## src/rtl/lif_pe_array_pkg.sv

```systemverilog
// Shared types and arithmetic helpers for the leaky integrate-and-fire neuron array.
package lif_pe_array_pkg;

    typedef enum logic {
        IDLE = 1'b0,
        FIRE = 1'b1
    } pe_state_t;

    // Signed add clamped to the representable range of a width-bit two's complement value.
    function automatic int sat_add(input int v, input int w, input int width);
        int sum;
        int hi;
        int lo;
        sum = v + w;
        hi  = (1 << (width - 1)) - 1;
        lo  = -(1 << (width - 1));
        if (sum > hi) begin
            return hi;
        end
        if (sum < lo) begin
            return lo;
        end
        return sum;
    endfunction

    function automatic int leak(input int v, input int shift);
        if (shift == 0) begin
            return v;
        end
        return v - (v >>> shift);
    endfunction

endpackage

```

## src/rtl/lif_pe_array_if.sv

```systemverilog
// Spike-event, timestep and configuration bus between the router side and the neuron array.
interface lif_pe_array_if #(
    parameter int N_NEURONS = 4,
    parameter int FAN_IN    = 16,
    parameter int W_WIDTH   = 8,
    parameter int V_WIDTH   = 12
);
    localparam int AW = (FAN_IN > 1) ? $clog2(FAN_IN) : 1;
    localparam int NW = (N_NEURONS > 1) ? $clog2(N_NEURONS) : 1;

    logic                      weight_w_en;
    logic [AW-1:0]             weight_addr;
    logic [NW-1:0]             weight_nrn;
    logic signed [W_WIDTH-1:0] weight_in;
    logic                      memb_pot_w_en;
    logic signed [V_WIDTH-1:0] memb_pot_in;
    logic signed [V_WIDTH-1:0] memb_pot_rd;
    logic                      in_valid;
    logic [AW-1:0]             in_idx;
    logic                      in_ready;
    logic                      step_valid;
    logic                      step_ready;
    logic [N_NEURONS-1:0]      spike;
    logic                      spike_valid;

    modport master (
        output weight_w_en, weight_addr, weight_nrn, weight_in,
        output memb_pot_w_en, memb_pot_in, in_valid, in_idx, step_valid,
        input  memb_pot_rd, in_ready, step_ready, spike, spike_valid
    );

    modport slave (
        input  weight_w_en, weight_addr, weight_nrn, weight_in,
        input  memb_pot_w_en, memb_pot_in, in_valid, in_idx, step_valid,
        output memb_pot_rd, in_ready, step_ready, spike, spike_valid
    );

endinterface

```

## src/rtl/lif_pe_array_neuron.sv

```systemverilog
// One LIF neuron: membrane potential, refractory counter and accumulate/fire/leak update.
module lif_pe_array_neuron
    import lif_pe_array_pkg::*;
#(
    parameter int W_WIDTH    = 8,
    parameter int V_WIDTH    = 12,
    parameter int THRESHOLD  = 20,
    parameter int LEAK_SHIFT = 3,
    parameter int REFRACT    = 2
) (
    input  logic                      clk,
    input  logic                      rst,
    input  logic                      acc_en_i,
    input  logic signed [W_WIDTH-1:0] weight_i,
    input  logic                      wr_en_i,
    input  logic signed [V_WIDTH-1:0] wr_val_i,
    input  logic                      fire_en_i,
    output logic signed [V_WIDTH-1:0] v_o,
    output logic                      fire_o
);
    localparam int RW = (REFRACT > 0) ? $clog2(REFRACT + 1) : 1;

    logic signed [V_WIDTH-1:0] v_q, v_d;
    logic [RW-1:0]             refr_q, refr_d;
    logic                      refr_idle;

    assign refr_idle = (refr_q == '0);
    assign fire_o    = fire_en_i && refr_idle && (int'(v_q) > THRESHOLD);
    assign v_o       = v_q;

    // Timestep update takes precedence; host overwrite beats a same-cycle accumulation.
    always_comb begin
        v_d    = v_q;
        refr_d = refr_q;
        if (fire_en_i) begin
            if (fire_o) begin
                v_d    = '0;
                refr_d = RW'(REFRACT);
            end else begin
                v_d = V_WIDTH'(leak(int'(v_q), LEAK_SHIFT));
                if (!refr_idle) begin
                    refr_d = refr_q - RW'(1);
                end
            end
        end else if (wr_en_i) begin
            v_d = wr_val_i;
        end else if (acc_en_i && refr_idle) begin
            v_d = V_WIDTH'(sat_add(int'(v_q), int'(weight_i), V_WIDTH));
        end
    end

    always_ff @(posedge clk or posedge rst) begin
        if (rst) begin
            v_q    <= '0;
            refr_q <= '0;
        end else begin
            v_q    <= v_d;
            refr_q <= refr_d;
        end
    end

endmodule

```

## src/rtl/lif_pe_array.sv

```systemverilog
// Array of LIF neurons sharing one input spike bus, with weight storage and timestep FSM.
module lif_pe_array
    import lif_pe_array_pkg::*;
#(
    parameter int N_NEURONS  = 4,
    parameter int FAN_IN     = 16,
    parameter int W_WIDTH    = 8,
    parameter int V_WIDTH    = 12,
    parameter int THRESHOLD  = 20,
    parameter int LEAK_SHIFT = 3,
    parameter int REFRACT    = 2
) (
    input  logic          clock,
    input  logic          reset,
    lif_pe_array_if.slave bus
);
    localparam int NW = (N_NEURONS > 1) ? $clog2(N_NEURONS) : 1;

    pe_state_t                 state_q;
    logic signed [W_WIDTH-1:0] weight_q [FAN_IN][N_NEURONS];
    logic [N_NEURONS-1:0]      spike_q;
    logic                      spike_valid_q;
    logic [N_NEURONS-1:0]      fire;
    logic signed [V_WIDTH-1:0] v [N_NEURONS];
    logic                      in_accept;
    logic                      step_accept;
    logic                      in_idle;

    assign in_idle        = (state_q == IDLE);
    assign bus.in_ready   = in_idle;
    assign bus.step_ready = in_idle && !bus.in_valid;
    assign in_accept      = bus.in_valid && in_idle;
    assign step_accept    = bus.step_valid && bus.step_ready;
    assign bus.spike       = spike_q;
    assign bus.spike_valid = spike_valid_q;
    assign bus.memb_pot_rd = v[bus.weight_nrn];

    // Weight writes land at the edge, so a same-cycle event still sees the old weight.
    always_ff @(posedge clock or posedge reset) begin
        if (reset) begin
            state_q       <= IDLE;
            spike_q       <= '0;
            spike_valid_q <= 1'b0;
            for (int a = 0; a < FAN_IN; a++) begin
                for (int n = 0; n < N_NEURONS; n++) begin
                    weight_q[a][n] <= '0;
                end
            end
        end else begin
            if (bus.weight_w_en) begin
                weight_q[bus.weight_addr][bus.weight_nrn] <= bus.weight_in;
            end
            spike_valid_q <= (state_q == FIRE);
            case (state_q)
                IDLE: begin
                    if (step_accept) begin
                        state_q <= FIRE;
                    end
                end
                FIRE: begin
                    spike_q <= fire;
                    state_q <= IDLE;
                end
                default: state_q <= IDLE;
            endcase
        end
    end

    for (genvar gi = 0; gi < N_NEURONS; gi++) begin : g_nrn
        lif_pe_array_neuron #(
            .W_WIDTH   (W_WIDTH),
            .V_WIDTH   (V_WIDTH),
            .THRESHOLD (THRESHOLD),
            .LEAK_SHIFT(LEAK_SHIFT),
            .REFRACT   (REFRACT)
        ) u_nrn (
            .clk      (clock),
            .rst      (reset),
            .acc_en_i (in_accept),
            .weight_i (weight_q[bus.in_idx][gi]),
            .wr_en_i  (in_idle && bus.memb_pot_w_en && (bus.weight_nrn == NW'(gi))),
            .wr_val_i (bus.memb_pot_in),
            .fire_en_i(state_q == FIRE),
            .v_o      (v[gi]),
            .fire_o   (fire[gi])
        );
    end

endmodule

```

## src/flat_wrapper.sv

```systemverilog
// flat-port wrapper written by rule: the top's interface ports become plain ports
module lif_pe_array_flat import lif_pe_array_pkg::*;
#(
    parameter int N_NEURONS  = 4,
    parameter int FAN_IN     = 16,
    parameter int W_WIDTH    = 8,
    parameter int V_WIDTH    = 12,
    parameter int THRESHOLD  = 20,
    parameter int LEAK_SHIFT = 3,
    parameter int REFRACT    = 2
)
  (clock, reset, bus_weight_w_en, bus_weight_addr, bus_weight_nrn, bus_weight_in, bus_memb_pot_w_en, bus_memb_pot_in, bus_in_valid, bus_in_idx, bus_step_valid, bus_memb_pot_rd, bus_in_ready, bus_step_ready, bus_spike, bus_spike_valid);
  lif_pe_array_if #(.N_NEURONS(N_NEURONS), .FAN_IN(FAN_IN), .W_WIDTH(W_WIDTH), .V_WIDTH(V_WIDTH)) bus_i ();
  input  logic clock;
  input  logic reset;
  input wire logic [$bits(bus_i.weight_w_en)-1:0] bus_weight_w_en;
  input wire logic [$bits(bus_i.weight_addr)-1:0] bus_weight_addr;
  input wire logic [$bits(bus_i.weight_nrn)-1:0] bus_weight_nrn;
  input wire logic [$bits(bus_i.weight_in)-1:0] bus_weight_in;
  input wire logic [$bits(bus_i.memb_pot_w_en)-1:0] bus_memb_pot_w_en;
  input wire logic [$bits(bus_i.memb_pot_in)-1:0] bus_memb_pot_in;
  input wire logic [$bits(bus_i.in_valid)-1:0] bus_in_valid;
  input wire logic [$bits(bus_i.in_idx)-1:0] bus_in_idx;
  input wire logic [$bits(bus_i.step_valid)-1:0] bus_step_valid;
  output wire logic [$bits(bus_i.memb_pot_rd)-1:0] bus_memb_pot_rd;
  output wire logic [$bits(bus_i.in_ready)-1:0] bus_in_ready;
  output wire logic [$bits(bus_i.step_ready)-1:0] bus_step_ready;
  output wire logic [$bits(bus_i.spike)-1:0] bus_spike;
  output wire logic [$bits(bus_i.spike_valid)-1:0] bus_spike_valid;
  assign bus_i.weight_w_en = bus_weight_w_en;
  assign bus_i.weight_addr = bus_weight_addr;
  assign bus_i.weight_nrn = bus_weight_nrn;
  assign bus_i.weight_in = bus_weight_in;
  assign bus_i.memb_pot_w_en = bus_memb_pot_w_en;
  assign bus_i.memb_pot_in = bus_memb_pot_in;
  assign bus_i.in_valid = bus_in_valid;
  assign bus_i.in_idx = bus_in_idx;
  assign bus_i.step_valid = bus_step_valid;
  assign bus_memb_pot_rd = bus_i.memb_pot_rd;
  assign bus_in_ready = bus_i.in_ready;
  assign bus_step_ready = bus_i.step_ready;
  assign bus_spike = bus_i.spike;
  assign bus_spike_valid = bus_i.spike_valid;
  lif_pe_array #(.N_NEURONS(N_NEURONS), .FAN_IN(FAN_IN), .W_WIDTH(W_WIDTH), .V_WIDTH(V_WIDTH), .THRESHOLD(THRESHOLD), .LEAK_SHIFT(LEAK_SHIFT), .REFRACT(REFRACT)) u_core (.clock(clock), .reset(reset), .bus(bus_i));
endmodule
```

## config.mk

```make
export PLATFORM = sky130hd
export DESIGN_NAME = lif_pe_array_flat
export DESIGN_NICKNAME = d
export VERILOG_FILES = /design/src/rtl/lif_pe_array_pkg.sv /design/src/rtl/lif_pe_array_if.sv /design/src/rtl/lif_pe_array_neuron.sv /design/src/rtl/lif_pe_array.sv /design/src/flat_wrapper.sv
export SDC_FILE = /design/constraint.sdc
export NUM_CORES = 1
export LEC_CHECK = 0
export CAP_MARGIN = 20
export CELL_PAD_IN_SITES_DETAIL_PLACEMENT = 1
export CELL_PAD_IN_SITES_GLOBAL_PLACEMENT = 1
export CORE_AREA = 2 2 240 242
export CTS_CLUSTER_SIZE = 24
export DETAILED_ROUTE_END_ITERATION = 10
export DIE_AREA = 0 0 242 244
export HOLD_SLACK_MARGIN = 0.1
export PLACE_DENSITY_LB_ADDON = 0.15
export SLEW_MARGIN = 40
export SYNTH_ARGS = -nofsm -noshare
export SYNTH_HDL_FRONTEND = slang
export SYNTH_HIERARCHICAL = 1
export SYNTH_SLANG_ARGS = --single-unit
export TNS_END_PERCENT = 1
```

## constraint.sdc

```tcl
create_clock -name clock -period 46.5 [get_ports clock]
set_input_delay 9.3 -clock clock [delete_from_list [all_inputs] [get_ports clock]]
set_output_delay 9.3 -clock clock [all_outputs]
set_load 0.01 [all_outputs]
```

Word level (Yosys, flattened, before mapping)
Index checks and enable logic that the tools add are counted.
Cells by class
  add/subtract/negate cells: 12
  magnitude comparators: 17
  eq/ne operators: 7
  multiplexer cells: 89
  bitwise logic cells: 4
  reductions and logical operators: 36
Operators by type and width (count)
  $bwmux 512: 1
  $mux 12: 30
  $bmux 32 s4: 1
  $demux 32 s4: 1
  $mux 32: 3
  $add 12x8->13: 4
  $gt 13x12->1 const B: 4
  $lt 13x12->1 const B: 4
  $gt 12x6->1 const B: 4
  $sub 12x9->12: 4
  $mux 11: 4
  $mux 1: 37
  $bmux 12 s2: 1
  $logic_and 1x1->1: 22
  $demux 8 s2: 1
  $mux 2: 8
  $reduce_bool 3->1: 4
  $ge 5x5->1 const B: 2
  $logic_not 2->1: 5
  $not 4->5: 2
  $mux 8: 1
  $ne 2x2->1 const B: 4
  $reduce_and 2->1: 4
  $sub 2x1->2 const B: 4
  other kinds (9): 10
Word-level totals
  register bits: 574
  input bits: 36
  output and inout bits: 19

Logic depth before layout (Yosys ltp)
Gate-level depths: netlist of the first run.
  depth after elaboration: 19
  depth in mapped cells: 17
  depth with buffers taken out: 13

Cells and area by module
Netlist of the first run, hierarchy kept.
Modules (own cells, without submodules)
  lif_pe_array: instances 1, cells each 1491, area an instance 23746.5 um^2, seq. area each 12962.4 um^2
  lif_pe_array_neuron at u_core.g_nrn[1].u_nrn ...: instances 3, cells each 259, area an instance 2069.5 um^2, seq. area each 350.3 um^2
  lif_pe_array_neuron at u_core.g_nrn[0].u_nrn: instances 1, cells each 244, area an instance 1965.6 um^2, seq. area each 350.3 um^2

Least setup slack after synthesis of the first run
OpenSTA, ideal clock, no wires.
  path type: input to output
  from: in bus_weight_nrn[0]
  to: out bus_memb_pot_rd[10]
  arrival: 10.352 ns
  required time: 37.200 ns
  slack: 26.848 ns
  stages: 3
  path through: buf_2 buf_2 mux4_2
On the way
  word-level cells in the longest chain between the ends: 4
RTL lines
  start, declared: line flat_wrapper.sv:18  | input wire logic [$bits(bus_i.weight_nrn)-1:0] bus_weight_nrn;
  $not 2->3 (not written as such): line lif_pe_array.sv:36  | assign bus.memb_pot_rd = v[bus.weight_nrn];
  $bmux 12 s2: line lif_pe_array.sv:36
  $mux 12 (not written as such) (2 in series): line lif_pe_array.sv:36
  end, declared: line flat_wrapper.sv:25  | output wire logic [$bits(bus_i.memb_pot_rd)-1:0] bus_memb_pot_rd;
No other way between the ends. The select of a mux whose other input is x is not followed.

Worst setup path in the final report of the first run
Ends and elaborated chain as after synthesis.

==> results of run 1 <==
[cell type report]
cell class | instances | area, um2 | share of cell area
well taps | 756 | 946 | 0.0268
inverters | 93 | 362 | 0.0103
flip-flops and latches | 574 | 14400 | 0.407
clock inverters | 25 | 397 | 0.0112
repair buffers | 82 | 797 | 0.0226
multi-input cells | 1700 | 16600 | 0.471
clock buffers | 87 | 1790 | 0.0509
diodes | 1 | 2.50 | 0.0000710
[worst register-to-register path, cell delays in order (launching register included)]
cell	delay, ns
dfrtp_1	0.40
mux4_2	0.52
a22oi_1	0.33
nand2_1	0.16
ha_1	0.27
inv_1	0.08
fa_1	0.25
nor2b_4	0.06
o2111a_1	0.26
o31a_1	0.35
o311a_1	0.52
a21oi_2	0.35
a31oi_1	0.15
a2bb2oi_1	0.16
[through the flow]
| stage | std cells | area (um2) | hold WS, ns |
|---|---|---|---|
| 3_3_place_gp | 3203 | 32900 | 0.437 |
| 6_report | 3318 | 35300 | 0.446 |
| 5_1_grt | 3317 | 35300 | 0.463 |
| 4_1_cts | 3315 | 35200 | 0.451 |
| 2_1_floorplan | 2512 | 31900 | 0.423 |
| 3_5_place_dp | 3203 | 33000 | 0.440 |
[logic make-up after synthesis]
family                     count (synthesis)  synth area share
muxes                                    660             0.282
DFF                                      574             0.450
AOI/OAI and AO/OA                        494             0.110
and+or+nand+nor                          397            0.0705
buffers and inverters                    238            0.0315
adders and majority gates                108            0.0442
xor gates and xnor gates                  41            0.0112
[cell usage in the layout, fill, tap and decap left out, drive strengths merged, types with 10 or more instances in the layout]
cell type / n
a22oi: 95
nor2: 74
o211ai: 10
o21ai: 114
and2: 13
or2: 15
dfrtp: 574
nor3: 10
clkinv: 15
xnor2: 29
a31oi: 24
buf: 37
xor2: 12
mux4: 140
a32oi: 12
a211oi: 20
nand2b: 27
or3: 12
clkdlybuf4s50: 44
a21oi: 71
o31a: 10
a21o: 36
nor2b: 29
clkbuf: 88
nand2: 124
o21a: 12
ha: 100
nand3: 37
inv: 94
nand4: 13
o21bai: 13
mux2: 520
[per-layer routing]
metal | track usage | part of all wire
met2 | 0.551 | 0.49
met1 | 0.438 | 0.42
met3 | 0.0473 | 0.051
met4 | 0.133 | 0.042
met5 | 0 | 0.00012
[flip-flops by register name, summed over array words and instances (netlist names)]
signal,flops
u_core/bus.spike,4
u_core/g_nrn.u_nrn/refr_q,8
u_core/g_nrn.u_nrn/v_o,48
u_core/state_q,1
u_core/weight_q,512
u_core/bus.spike_valid,1
[power groups by stage]
stage	sequential (W)	combinational, W	clock [W]
floorplan	0.000636	0.000544	0
global placement	0.000674	0.000665	0
detailed placement	0.000683	0.000701	0
CTS	0.000679	0.000714	0.000534
global route	0.000689	0.000793	0.000558
finish	0.000685	0.000721	0.000532
[final timing paths]
path                                                        end  slack (ns)
worst min register to register  u_core/g_nrn[2].u_nrn/refr_q[0]        0.45
worst max-delay path                        bus_memb_pot_rd[10]       25.94
worst min-delay path            u_core/g_nrn[2].u_nrn/refr_q[0]        0.45
worst max register to register     u_core/g_nrn[0].u_nrn/v_o[6]       42.49
min in group asynchronous                  u_core/weight_q[483]        9.26
max in group asynchronous                  u_core/weight_q[377]       35.28
==> metrics.csv, run 1 <==
metric,value,unit
worst hold path depth,1,
Post-synth ARST share,1.00,
R2R Path Start,u_core/weight_q[408],
minimum clock period,20.56,ns
slowest CP cell,mux4_2,
pin count of the biggest net entering global routing,170,
skew final,0.0307,ns
WL final,98200,um
Starting Density,0.568,
pins over their slew limit,0,
Tcrit/Tclk final,0.442,
worst slack at placement,25.95,ns
clock sink count,574,
Area Growth Syn to Fin,10.5,%
Main synth FF type,dfrtp_1,
worst-path cell chain,clkdlybuf4s50_1 -> buf_4 -> mux4_2 -> clkdlybuf4s50_1,
Critical Path RT,37.20,ns
"Power, Total",0.00194,W
combinational power share,0.372,
Final Net Count,2655,
layout cells sized above 1,0.344,
sequential fraction of the synthesis area,0.450,
cell count after synthesis,2512,
Synth Net Count,2656,
Ys Warns,6,
"CP delay by family, top",buffers and inverters,
Port Buffers,54,
Netlist cell types,90,
FF-to-FF path depth,13,
DP HPWL,61100,um
total gr overflow,0,
final hold violation count,0,
Crit path largest cell delay,0.58,ns
clk slew on worst S/H paths,0.06,ns
routability cong.,0.883,
clock network power share,0.275,
critical setup path kind,input pin to output port,
CTS H-tree depth,2,
number of buffers and inverters on the critical path,3,
DR vias/cell,6.80,
Pre-antenna DRT Iters,5,
hold path startpoint,u_core/g_nrn[2].u_nrn/refr_q[0],
CTS tree,done,
cts bufs inserted,60,
Critical Path Start Type,input pin,
Synth area leader,dfrtp_1,
Internal,0.00122,W
status,finished clean,
most common cell in the netlist,dfrtp_1,
Die ar.,0.0590,mm2
Max VDD drop,0.0000337,V
CP max FO,24,
pwr dens,55.0,mW/mm2
Core Area,0.0562,mm2
slew margin rel.,0.419,
setup bufs post-CTS,0,
hold buffer count at cts,0,
initial antenna violation count,3,
detailed-route DRC error count,0,
DR iter-0 viols,1795,
Setup Viol. Count Final,0,
#FFs+latches synth,574,
Min-Delay Path Class,flop to flop,
most frequent cells after synthesis,"574 x dfrtp_1, 493 x mux2_2, 140 x mux4_2",
Fill cells,5389,
Mapped Area,0.0319,mm2
max capacitance violation total,0,
Clock Path Buffers,3,
Crit. End Element,output port,
Avg Synthesized Cell Area,12.7,um2
Post-DRT Antenna Nets,0,
number of synthesized flops with an enable pin,0,
Net Sw Frac,0.371,
first-pass GRT wire length,150000,um
GRT Overall Usage,0.330,
Leakage,16.1,nW
Worst Tran Pin Value,0.872,ns
I/O pin count,55,
sequential power share,0.353,
Finished Core Util,0.628,
Setup TNS Final,0,ns
Clock Latency Late Sink,0.67,ns
die height,244,um
most frequent CP cell,clkdlybuf4s50_1,
Die Span X,242,um
via count,22546,
Peak Freq,48.6,MHz
WL/cell,29.6,um
num rows,87,
setup slack after layout,25.94,ns
Area contributors post-synth,"dfrtp_1 45%, mux2_2 17%, mux4_2 9.9%",
WP depth,4,
vias in the first global route,24378,
CTS Root Buffer Type,clkbuf_16,
Resized Gates After CTS,0,
CP arrival,11.26,ns
switching pwr,0.000719,W
RSZ-0062 raised after global routing,false,
worst setup path startpoint,bus_weight_nrn[0],
Synth top area share,0.450,
No activity file was read; power rests on OpenSTA's default activity.
==> inputs of run 2 (changes only) <==
CORE_AREA = 2 2 249 251   (was 2 2 240 242)
DIE_AREA = 0 0 251 253   (was 0 0 242 244)
clock period = 20.8 ns   (was 46.5 ns; I/O delays follow)
==> run 2 against run 1 <==
Against the previous run:
- power is 120% higher
- clock skew is 0.013 ns lower
- first-iteration DRC count is 24% lower
- die area is 7.5% higher
- core utilization is 5.0 points lower
- count of clock-buffer cells in the layout is 8 higher
- design area hardly changed
- register-to-register slack worse by 26 ns
- setup slack worse by 15 ns
- final cell count is 1.1% higher
- sequential cell count stayed put
- wire length is 7.8% lower
==> metrics.csv, run 2 (same netlist as run 1, synthesis figures left out) <==
metric,value,unit,change
FF-to-FF End,u_core/g_nrn[3].u_nrn/v_o[5],,
layout cells sized above 1,0.342,,-0.00196
CP arrival,6.10,ns,-5.16 ns
sequential power share,0.356,,+0.003
# diodes,0,,-1
Setup TNS Final,0,ns,unchanged
Port Buffers,54,,unchanged
vias in the first global route,23656,,-3.0%
Worst Hold End,u_core/g_nrn[0].u_nrn/refr_q[0],,
I/O pin count,55,,unchanged
Critical Path RT,16.64,ns,-20.56 ns
Net Sw Frac,0.366,,-0.00553
CTS H-tree depth,3,,+1
R2R Path Start,u_core/weight_q[391],,
CTS Root Buffer Type,clkbuf_16,,
Die Span X,251,um,+3.7%
Core Area,0.0610,mm2,+8.7%
CP max FO,24,,unchanged
worst-path cell chain,clkdlybuf4s50_1 -> buf_4 -> mux4_2 -> clkdlybuf4s50_1,,
most frequent CP cell,clkdlybuf4s50_1,,
clk slew on worst S/H paths,0.06,ns,about the same
Tcrit/Tclk final,0.493,,
pins over their slew limit,0,,unchanged
pwr dens,121,mW/mm2,+120%
"commonest non-fill, non-tap cell in the layout",dfrtp_1,,
Critical Path Start Type,input pin,,
hold path startpoint,u_core/g_nrn[0].u_nrn/refr_q[0],,
max capacitance violation total,0,,unchanged
Internal,0.00271,W,+120%
cts bufs inserted,66,,+10%
Starting Density,0.523,,-0.0453
slew margin rel.,0.432,,+0.0131
setup bufs post-CTS,0,,unchanged
pin count of the biggest net entering global routing,125,,-26%
Fill cells,5981,,+11%
Peak Freq,97.5,MHz,
Setup Viol. Count Final,0,,unchanged
Clock Latency Late Sink,0.60,ns,-0.07 ns
minimum clock period,10.26,ns,
r2r setup slk,16.97,ns,-25.52 ns
critical setup path kind,input pin to output port,,
num rows,91,,+4.6%
skew final,0.0172,ns,-0.0135 ns
slowest CP cell,mux4_2,,
Pre-antenna DRT Iters,5,,unchanged
worst setup path startpoint,bus_weight_nrn[0],,
first-pass GRT wire length,142000,um,-5.2%
Die ar.,0.0635,mm2,+7.5%
switching pwr,0.00156,W,+120%
worst hold path depth,1,,unchanged
Min-Delay Path Class,flop to flop,,
clock sink count,574,,unchanged
RSZ-0062 raised after global routing,false,,
Max VDD drop,0.0000653,V,+94%
Final Net Count,2662,,+0.26%
DR top layer,met5,,
max reg flops,512,,unchanged
status,finished clean,,
Top reg by flops,u_core/weight_q,,
Leakage,16.0,nW,-0.26%
WL/cell,27.0,um,-8.8%
total gr overflow,0,,unchanged
most frequent cells in the layout,"573 x dfrtp_1, 493 x mux2_2, 140 x mux4_2",,
final hold slack,0.448,ns,+0.00207 ns
GRT Overall Usage,0.291,,-0.0388
final hold violation count,0,,unchanged
Worst Tran Pin Value,0.849,ns,-0.0228 ns
clock network power share,0.272,,-0.003
DR iter-0 viols,1366,,-24%
Clock Path Buffers,3,,unchanged
combinational power share,0.372,,about the same
initial antenna violation count,5,,+2
met2 WL post-DR,44000,um,-8.1%
Crit path largest cell delay,0.58,ns,about the same
hold buffer count at cts,0,,unchanged
DR vias/cell,6.50,,-4.3%
FF-to-FF path depth,11,,-2
Crit. End Element,output port,,
DR WL met3,3770,um,-25%
detailed-route DRC error count,0,,unchanged
Post-DRT Antenna Nets,0,,unchanged
DP HPWL,60200,um,-1.5%
CTS tree,done,,
Area Growth Syn to Fin,10.4,%,about the same
via count,21804,,-3.3%
WL met1,39500,um,-4.1%
Resized Gates After CTS,0,,unchanged
routability cong.,0.889,,+0.65%
die height,253,um,+3.7%
WL final,90500,um,-7.8%
==> run 2: changes by cell type in the layout (fill, tap and decap cells not counted), moves of 2 or more <==
cell,before,now
buf_2,4,6
clkinv_8,1,3
clkinv_16,2,0
nor4b_4,2,0
nor4b_2,2,4
clkbuf_8,20,14
clkbuf_1,8,16
bufinv_16,8,4
clkinv_2,11,7
clkbuf_16,60,68
==> run 2: worst max-delay path by stage <==
stage	end
finish	bus_memb_pot_rd[8]
global route	bus_memb_pot_rd[11]
CTS	bus_memb_pot_rd[8]
detailed placement	bus_memb_pot_rd[8]
global placement	bus_memb_pot_rd[0]
floorplan	u_core/bus.spike[0]
==> run 2: area by class of cell <==
| type | instances | area (um2) | area share |
|---|---|---|---|
| Clock buffer | 95 | 1910 | 0.0543 |
| Clock inverter | 19 | 245 | 0.00696 |
| Inverter | 93 | 362 | 0.0103 |
| Multi-Input combinational cell | 1700 | 16600 | 0.471 |
| Sequential cell | 574 | 14400 | 0.408 |
| Tap cell | 790 | 988 | 0.0281 |
| Timing Repair Buffer | 83 | 779 | 0.0221 |
==> run 2: metal layers <==
metal / GRT usage / up-vias
met4: 0.111 / 8
li1: - / 9498
met5: 0 / -
met3: 0.0379 / 172
met1: 0.391 / 11575
met2: 0.484 / 551
==> run 2: worst max-delay path, delay by kind of cell <==
| family | cells | cell delay [ns] |
|---|---|---|
| multiplexers | 1 | 0.58 |
| buffers and inverters | 3 | 1.30 |
==> run 2: power by group through the flow <==
stage | Combinational, W | Sequential [W] | Clock [W]
floorplan | 0.00122 | 0.00142 | 0
global placement | 0.00150 | 0.00151 | 0
detailed placement | 0.00156 | 0.00153 | 0
CTS | 0.00158 | 0.00151 | 0.00119
global route | 0.00176 | 0.00154 | 0.00123
finish | 0.00159 | 0.00152 | 0.00116
==> run 2: per-stage QoR <==
step	total power [W]	std cells	instance area, um2	utilization	worst slack, ns
floorplan	0.00264	2512	31900	-	2.17
global placement	0.00301	3239	33000	0.540	10.60
detailed placement	0.00309	3239	33000	0.541	10.55
CTS	0.00428	3353	35200	0.577	10.53
global route	0.00453	3354	35200	0.577	10.48
finish	0.00428	3354	35200	0.577	10.54
